`config.mk`:
```
export PLATFORM = sky130hd
export DESIGN_NAME = waterfall_scroller
export DESIGN_NICKNAME = d
export VERILOG_FILES = /design/src/rtl/waterfall_scroller.sv
export SDC_FILE = /design/constraint.sdc
export NUM_CORES = 1
export LEC_CHECK = 0
export CAP_MARGIN = 20
export CORE_MARGIN = 4
export CORE_UTILIZATION = 33
export DETAILED_ROUTE_END_ITERATION = 8
export GPL_TIMING_DRIVEN = 0
export PLACE_DENSITY_LB_ADDON = 0.05
export SLEW_MARGIN = 20
export SYNTH_ARGS = -nofsm -noshare
export SYNTH_HDL_FRONTEND = slang
export SYNTH_SLANG_ARGS = --single-unit
```
`constraint.sdc`:
```
create_clock -name clk -period 5.95 [get_ports clk]
set_input_delay 0.8925 -clock clk [delete_from_list [all_inputs] [get_ports clk]]
set_output_delay 0.8925 -clock clk [all_outputs]
set_load 0.01 [all_outputs]
```
`src/rtl/waterfall_scroller.sv`:
```
// waterfall_scroller: clears the frame buffer, maps video x/y through a circular
// row offset, and scrolls one bin line per blanking. Build macro: WATERFALL_REVERSE_EN.
module waterfall_scroller #(
  parameter int H_VISIBLE  = 320,
  parameter int V_VISIBLE  = 240,
  parameter int X_W        = 9,
  parameter int Y_W        = 8,
  parameter int FB_ADDR_W  = 17,
  parameter int PIX_W      = 8,
  parameter int BINS       = 320,
  parameter int BIN_ADDR_W = 9,
  parameter int DIV_W      = 4
) (
  input  logic                  clk,
  input  logic                  resetn,
  input  logic [X_W-1:0]        x,
  input  logic [Y_W-1:0]        y,
  input  logic                  visible,
  input  logic                  lower_blank,
  input  logic [DIV_W-1:0]      scroll_div,
  input  logic                  freeze,
  output logic [FB_ADDR_W-1:0]  fb_addr,
  output logic [PIX_W-1:0]      fb_wdata,
  output logic                  fb_we,
  input  logic [PIX_W-1:0]      fb_rdata,
  output logic [PIX_W-1:0]      pix_out,
  output logic [BIN_ADDR_W-1:0] bin_addr,
  output logic                  bin_re,
  input  logic [PIX_W-1:0]      bin_rdata,
  output logic                  clear_busy,
  output logic                  line_done,
  output logic [Y_W-1:0]        y_offset
);

  localparam int N_PIX = H_VISIBLE * V_VISIBLE;
  localparam int K_W   = $clog2(H_VISIBLE + 1);

  localparam logic [FB_ADDR_W-1:0] L_CLR_LAST = FB_ADDR_W'(N_PIX - 1);
  localparam logic [FB_ADDR_W-1:0] L_H        = FB_ADDR_W'(H_VISIBLE);
  localparam logic [Y_W:0]         L_VS       = (Y_W + 1)'(V_VISIBLE);
  localparam logic [Y_W-1:0]       L_VLAST    = Y_W'(V_VISIBLE - 1);
  localparam logic [K_W-1:0]       L_KLAST    = K_W'(H_VISIBLE);
  localparam logic [K_W-1:0]       L_BINS     = K_W'(BINS);

  typedef enum logic [1:0] {
    S_CLEAR,
    S_VIDEO,
    S_COPY,
    S_WAIT
  } state_t;

  state_t r_state;
  state_t w_next;

  logic [FB_ADDR_W-1:0]  r_clr;
  logic [K_W-1:0]        r_k;
  logic [FB_ADDR_W-1:0]  r_rowbase;
  logic [Y_W-1:0]        r_row;
  logic [Y_W-1:0]        r_yoff;
  logic [DIV_W-1:0]      r_frm;
  logic                  r_lb_d;
  logic                  r_vis1;
  logic                  r_vis2;
  logic                  r_wbin;
  logic [FB_ADDR_W-1:0]  r_fb_addr;
  logic                  r_fb_we;
  logic [BIN_ADDR_W-1:0] r_bin_addr;
  logic                  r_bin_re;
  logic                  r_line_done;

  logic                  w_rise;
  logic                  w_clr_last;
  logic                  w_k_last;
  logic                  w_go_copy;
  logic [Y_W:0]          w_ysum;
  logic [Y_W:0]          w_ymod;
  logic [FB_ADDR_W-1:0]  w_map;
  logic [Y_W-1:0]        w_tgt;
  logic [Y_W-1:0]        w_ynext;
  logic [FB_ADDR_W-1:0]  w_rowbase;
  logic [K_W-1:0]        w_kp1;

  assign w_rise     = lower_blank & ~r_lb_d;
  assign w_clr_last = (r_clr == L_CLR_LAST);
  assign w_k_last   = (r_k == L_KLAST);
  assign w_go_copy  = w_rise & ~freeze & (r_frm == scroll_div);
  assign w_ysum     = {1'b0, y} + {1'b0, r_yoff};
  assign w_ymod     = (w_ysum >= L_VS) ? (w_ysum - L_VS) : w_ysum;
  assign w_map      = FB_ADDR_W'(w_ymod) * L_H + FB_ADDR_W'(x);
  assign w_rowbase  = FB_ADDR_W'(w_tgt) * L_H;
  assign w_kp1      = r_k + K_W'(1);

`ifdef WATERFALL_REVERSE_EN
  // newest line goes one row above the current top, which becomes the new top
  assign w_tgt   = (r_yoff == '0) ? L_VLAST : (r_yoff - Y_W'(1));
  assign w_ynext = r_row;
`else
  // newest line overwrites the oldest row; top moves down one row
  assign w_tgt   = r_yoff;
  assign w_ynext = (r_row == L_VLAST) ? '0 : (r_row + Y_W'(1));
`endif

  assign fb_addr    = r_fb_addr;
  assign fb_we      = r_fb_we;
  assign fb_wdata   = r_wbin ? bin_rdata : '0;
  assign bin_addr   = r_bin_addr;
  assign bin_re     = r_bin_re;
  assign line_done  = r_line_done;
  assign y_offset   = r_yoff;
  assign clear_busy = (r_state == S_CLEAR);
  assign pix_out    = (r_vis2 && r_state == S_VIDEO) ? fb_rdata : '0;

  // state register
  always_ff @(posedge clk or negedge resetn) begin
    if (!resetn) r_state <= S_CLEAR;
    else         r_state <= w_next;
  end

  // next-state decode
  always_comb begin
    w_next = r_state;
    unique case (r_state)
      S_CLEAR: if (w_clr_last) w_next = S_VIDEO;
      S_VIDEO: if (w_rise) w_next = w_go_copy ? S_COPY : S_WAIT;
      S_COPY:  if (w_k_last) w_next = S_WAIT;
      S_WAIT:  if (!lower_blank) w_next = S_VIDEO;
      default: w_next = S_CLEAR;
    endcase
  end

  // clear sweep, address mapping, line copy and scroll bookkeeping
  always_ff @(posedge clk or negedge resetn) begin
    if (!resetn) begin
      r_clr       <= '0;
      r_k         <= '0;
      r_rowbase   <= '0;
      r_row       <= '0;
      r_yoff      <= '0;
      r_frm       <= '0;
      r_lb_d      <= 1'b0;
      r_vis1      <= 1'b0;
      r_vis2      <= 1'b0;
      r_wbin      <= 1'b0;
      r_fb_addr   <= '0;
      r_fb_we     <= 1'b0;
      r_bin_addr  <= '0;
      r_bin_re    <= 1'b0;
      r_line_done <= 1'b0;
    end else begin
      r_lb_d      <= lower_blank;
      r_vis1      <= visible;
      r_vis2      <= r_vis1;
      r_line_done <= 1'b0;
      r_fb_we     <= 1'b0;
      r_wbin      <= 1'b0;
      r_bin_re    <= 1'b0;
      r_bin_addr  <= '0;
      unique case (r_state)
        S_CLEAR: begin
          r_fb_addr <= r_clr;
          r_fb_we   <= 1'b1;
          r_clr     <= r_clr + FB_ADDR_W'(1);
        end
        S_VIDEO: begin
          r_fb_addr <= w_map;
          if (w_rise && !freeze) begin
            if (w_go_copy) begin
              r_frm     <= '0;
              r_row     <= w_tgt;
              r_rowbase <= w_rowbase;
              r_k       <= '0;
              r_bin_re  <= 1'b1;
            end else begin
              r_frm <= r_frm + DIV_W'(1);
            end
          end
        end
        S_COPY: begin
          if (w_k_last) begin
            r_yoff      <= w_ynext;
            r_line_done <= 1'b1;
          end else begin
            r_fb_addr <= r_rowbase + FB_ADDR_W'(r_k);
            r_fb_we   <= 1'b1;
            r_wbin    <= (r_k < L_BINS);
            r_k       <= w_kp1;
            if (w_kp1 < L_BINS) begin
              r_bin_addr <= BIN_ADDR_W'(w_kp1);
              r_bin_re   <= 1'b1;
            end
          end
        end
        S_WAIT: begin
          r_fb_addr <= w_map;
        end
        default: ;
      endcase
    end
  end

endmodule

```
== Word level (Yosys, flattened, before mapping) ==
Index checks and enable logic that the tools add are counted.

* Register bits: 92
* Bits of input ports: 42
* Output and inout bits: 54
* Word-level logic and storage cells: 90

* $add $sub $neg: 8
* Multipliers: 2
* Order comparisons: 3
* Equal/unequal tests: 14
* Multiplexer cells: 31
* Bitwise operators: 5
* Reduce and logical (&&, ||, !) cells: 11

{| class="wikitable"
|+ Operators with widths
! kind !! number
|-
| 9-bit 2-to-1 mux || 7
|-
| 17-bit case mux with 3 select lines || 1
|-
| 17-bit by 9-bit adder with 17-bit output || 2
|-
| 8-bit 2-to-1 mux || 3
|-
| 9-bit < comparator (second input constant) || 2
|-
| 9-bit case mux with 2 select lines || 1
|-
| 17-bit by 1-bit adder with 17-bit output (second input constant) || 1
|-
| 17-bit equality test (second input constant) || 1
|-
| 17-bit 2-to-1 mux || 1
|-
| 8-bit by 3-bit multiplier with 11-bit output (second input constant) || 1
|-
| 9-bit by 3-bit multiplier with 11-bit output (second input constant) || 1
|-
| 1-bit 2-to-1 mux || 10
|-
| 2-bit != test (second input constant) || 5
|-
| 8-bit by 8-bit adder with 9-bit output || 1
|-
| 9-bit by 1-bit adder with 9-bit output (second input constant) || 1
|-
| 9-bit equality test (second input constant) || 1
|-
| 9-bit by 8-bit greater-or-equal comparator with 1-bit output (second input constant) || 1
|-
| 9-bit by 8-bit subtractor with 9-bit output (second input constant) || 1
|-
| 8-bit by 1-bit adder with 8-bit output (second input constant) || 1
|-
| 8-bit equality test (second input constant) || 1
|-
| 2-bit 2-to-1 mux || 4
|-
| 2-bit case mux with 4 select lines || 1
|-
| 4-bit AND reduction || 2
|-
| 4-bit by 1-bit adder with 4-bit output (second input constant) || 1
|-
| other kinds (15) || 23
|}

== Depth between registers and ports, before layout ==
* Depth after elaboration: 7
* Depth in mapped cells: 26
* Depth with buffers taken out: 25

== Worst setup path after synthesis ==
No wires, ideal clock.

* Kind: input to register
* Start point: input port y[0]
* End point: register r_fb_addr[16], in the netlist fb_addr[16]
* Library setup time: 126 ps
* Arrival: 5995 ps
* Required time: 5824 ps
* Slack: -171 ps
* Stages: 26
* Path buffers: 1
* Path through: ha_1 inv_1 fa_1 nor2b_2 o22ai_2 xnor2_1 ha_1 nor4bb_1 a311oi_1 o211a_1 o21ai_0 a21oi_1 mux2i_1 inv_1 ha_1 ha_1 nor2b_1 o311ai_1 a21oi_1 or3_1 buf_2 nor4_1 nor4_1 a32oi_1 mux2i_1 a21oi_1

* Word-level cells in the longest chain between the ends: 6
* Elaborated cells between the ends (all ways): 7
* Those cells by class: add/sub: 3; mul: 1; order compare: 1; mux: 2

{| class="wikitable"
|+ RTL lines
! what !! RTL line !! source
|-
| start, declared || 17 || <nowiki>input logic [Y_W-1:0] y,</nowiki>
|-
| 8-bit by 8-bit adder with 9-bit output * || 87 || <nowiki>assign w_ysum = {1'b0, y} + {1'b0, r_yoff};</nowiki>
|-
| 9-bit by 8-bit subtractor with 9-bit output / 9-bit by 8-bit greater-or-equal comparator with 1-bit output (equally long branches) || 88 || <nowiki>assign w_ymod = (w_ysum >= L_VS) ? (w_ysum - L_VS) : w_ysum;</nowiki>
|-
| 9-bit 2-to-1 mux * || 88 ||
|-
| 9-bit by 3-bit multiplier with 11-bit output * || 89 || <nowiki>assign w_map = FB_ADDR_W'(w_ymod) * L_H + FB_ADDR_W'(x);</nowiki>
|-
| 17-bit by 9-bit adder with 17-bit output * || 89 ||
|-
| 17-bit case mux with 3 select lines * || 158 || <nowiki>unique case (r_state)</nowiki>
|-
| end signal, assigned || 160 || <nowiki>r_fb_addr <= r_clr;</nowiki>
|-
| end signal, assigned || 165 || <nowiki>r_fb_addr <= w_map;</nowiki>
|-
| end signal, assigned || 183 || <nowiki>r_fb_addr <= r_rowbase + FB_ADDR_W'(r_k);</nowiki>
|-
| end, declared || 65 || <nowiki>logic [FB_ADDR_W-1:0] r_fb_addr;</nowiki>
|}

Every way passes the cells marked *; elsewhere a longest branch is shown, timed or not.
A chain may end at the register's enable or synchronous reset.

== Worst setup path in the final report ==
Same ends and word-level chain as after synthesis.

==> impl_metrics.yaml <==
clocking:
  cts_sinks: 90
  cts_tree: "yes"
  root_buffer: "clkbuf_16"
  clockBufferDepth: 2
  postCtsHoldBufs: 0
  clk_pin_slew_worst_paths_ns: 0.07
  clock_latency_ns: 0.35
  cts_buffers: 9
  cts_htree_levels: 3
die:
  die_area_sq_um: 21000
  core_sq_um: 18200
  start_util: 0.339
  die_h_um: 145
  rows: 49
  die_x_um: 145
  ios: 96
sta:
  drv_slew: 0
  finalSetupViolations: 0
  setup_slack_ns: 0.157
  hold_viol: 0
  period_needed_ns: 5.79
  fin_crit_sh: 0.974
  hold_slack_ns: 0.357
  worstMarginPinSlew_ns: 0.822
  slew_headroom: 0.447
  max_freq_mhz: 173
  rsz0062_at_grt: "yes"
  fin_skew_ns: 0.00885
layout:
  layout_commonest_cell: "dfrtp_1"
  fin_cells: 1027
  final_cell_mix: "dfrtp_1 (90), clkdlybuf4s50_1 (88), nand2_1 (72)"
  regArea_sq_um: 2250
  area_delta_synth_final_pct: 37.5
  diodes: 0
  fin_nets: 888
  finish.utilization: 0.466
  drive_gt1_frac: 0.178
  multiInputGateArea_sq_um: 4100
  fill_cells: 1699
global_route:
  grt_pass1_wl_um: 28000
  grt_antenna_before_repair: 0
  grt_pass1_vias: 5340
  grt_start_max_net_pins: 56
  overflow: 0
  grtUsageTotal: 0.171
synth:
  synth_top_area_frac: 0.365
  synth_cell_types: 69
  synth_edf_count: 0
  syn_inst: 658
  ys_ff_latch: 90
  synthTopCellsByArea: "dfrtp_1 (36%), ha_1 (9.7%), xnor2_1 (4.8%), nand2_1 (4.4%), xor2_1 (4.0%)"
  syn_nets: 753
  yosys_warnings: 0
  synth_area_leader_cell: "dfrtp_1"
  netlist_area_sq_um: 6170
  synthArstFlopShare: 1.00
  synth-main-ff-cell: "dfrtp_1"
  yosysSeqAreaShare: 0.365
  synth_area_per_cell_sq_um: 9.38
power_and_ir_drop:
  p_comb_frac: 0.388
  pwr-share-clk: 0.289
  finalPower_w: 0.00243
  power_switching_w: 0.000845
  intPower_w: 0.00159
  vdd_ir_drop_max_uv: 174
  power_leakage_nw: 3.78
  pwr-share-seq: 0.324
  swShare: 0.347
  power.density_nw_per_um2: 287
critical_path:
  arrival_ns: 6.03
  endpoint_kind: "flop"
  cpPeakStageDelay_ns: 0.36
  cp_num_buf_inv: 5
  cp.required_ns: 6.18
  worstPathMaxFanout: 6
  start_kind: "primary input"
  crit_chain: "buf_6, ha_4, buf_6, a211o_4, buf_6, buf_4, a211oi_1, o31ai_1, and3_1, buf_6, nor2_1, a21oi_4, xnor2_2, ha_1, ha_1, a211o_1, a211oi_2, o211ai_1, nand4b_4, nor4_4, nor4_4, a32oi_4, mux2i_4, a21oi_2"
  critPathKind: "primary input to flop"
  crit_family: "compound AO/OA/AOI/OAI gates"
  crit_path_start: "y[0]"
  cp_common_cell: "buf_6"
  cpMaxStageDelayCell: "nor4_4"
  reg2reg_from: "y_offset[0]$_DFFE_PN0P_"
flow_run:
  max_cap_violations: 0
detailed_routing:
  via_per_inst: 5.24
  drt_first_iter_violations: 365
  vias: 5378
  wl_per_cell_um: 17.2
  ant_nets: 0
  wirelength_um: 17700
  first_pass_iters: 5
  drc: 0
worst_hold_path:
  worstHoldStart: "r_vis1$_DFF_PN0_"
  hp-class: "flop to flop"
place:
  gp_congestion: 0.778
  place_hpwl_um: 13000
  dpl_worst_slack_ns: -1.28
  placedCellCount: 983
  io_buffers: 95
status:
  status: "completed"
==> Yosys cell counts (all sizes together), types with 16 or more instances <==
cell type   n
dfrtp      90
nand2      72
ha         48
o21ai      43
nor2       38
xnor2      34
nand3      28
xor2       28
a21oi      22
inv        22
clkbuf     19
and3       16
nor2b      16
==> metal layers <==
metal | vias to the layer above | part of all wire | GRT usage | wire length [um]
li1 | 2615 | - | - | -
met5 | - | 0 | 0 | 0
met2 | 143 | 0.47 | 0.283 | 8330
met4 | 0 | 0.014 | 0.0535 | 246
met3 | 21 | 0.058 | 0.0361 | 1030
met1 | 2599 | 0.46 | 0.224 | 8060
==> cell type report <==
class | instances | share of cell area
multi-input cells | 514 | 0.483
flip-flops and latches | 90 | 0.265
repair buffers | 126 | 0.143
well taps | 229 | 0.0338
clock buffers | 10 | 0.0282
plain buffers | 29 | 0.0228
clock inverters | 6 | 0.0140
inverters | 23 | 0.0102
==> logic make-up after synthesis <==
group,count (synthesis),share of synthesized area
compound gates,144,0.158
xor+xnor,62,0.0879
fa+ha+maj,53,0.113
buf+inv,54,0.0464
flops,90,0.365
mux,16,0.0286
simple gates,239,0.200
==> path summary, 6_finish.rpt <==
check / slack [ns] / to / cells past startpoint
min in group asynchronous: 0.42 / r_vis2$_DFF_PN0_ / 1
hold reg to reg: 0.36 / r_vis2$_DFF_PN0_ / 0
setup / recovery: 0.16 / fb_addr[16]$_DFFE_PN0N_ / 24
hold / removal: 0.36 / r_vis2$_DFF_PN0_ / 0
max in group asynchronous: 4.90 / fb_addr[9]$_DFFE_PN0N_ / 2
setup reg to reg: 0.28 / fb_addr[16]$_DFFE_PN0N_ / 24
==> power by group through the flow <==
stage	Combinational, W	Clock (W)	Sequential (W)
after floorplan	0.000480	0	0.000811
after global placement	0.000861	0	0.000799
after detailed placement	0.000869	0	0.000802
after CTS	0.000937	0.000717	0.000790
after global routing	0.00104	0.000746	0.000802
final	0.000944	0.000703	0.000789
==> flip-flops by register name, indices dropped and copies added, names as in the netlist <==
signal,count
y_offset,8
line_done,1
r_state,2
r_frm,4
r_lb_d,1
r_vis2,1
fb_we,1
fb_addr,17
r_k,9
r_wbin,1
bin_addr,9
r_row,8
r_rowbase,9
r_clr,17
bin_re,1
r_vis1,1
==> per-stage QoR <==
stage | cell area (sq um) | setup TNS, ns
2_1_floorplan | 6210 | 0
3_5_place_dp | 7480 | -3.52
5_1_grt | 8490 | -0.119
4_1_cts | 8300 | 0
6_report | 8490 | 0
3_3_place_gp | 7450 | -3.53
==> worst register-to-register path, delay by kind of cell (launching register included) <==
kind,cells,cell delay [ns]
compound gates,10,2.05
xor+xnor,2,0.31
fa+ha+maj,5,1.28
buf+inv,1,0.05
flops,1,0.46
mux,1,0.32
simple gates,5,1.09
==> what timing repair did <==
item,CTS,global route
setup endpoints to repair,4,2
gates resized for setup,54,39
buffers inserted,23,7
pin swaps,34,27
Note: power is estimated with default switching activity, not from simulation.
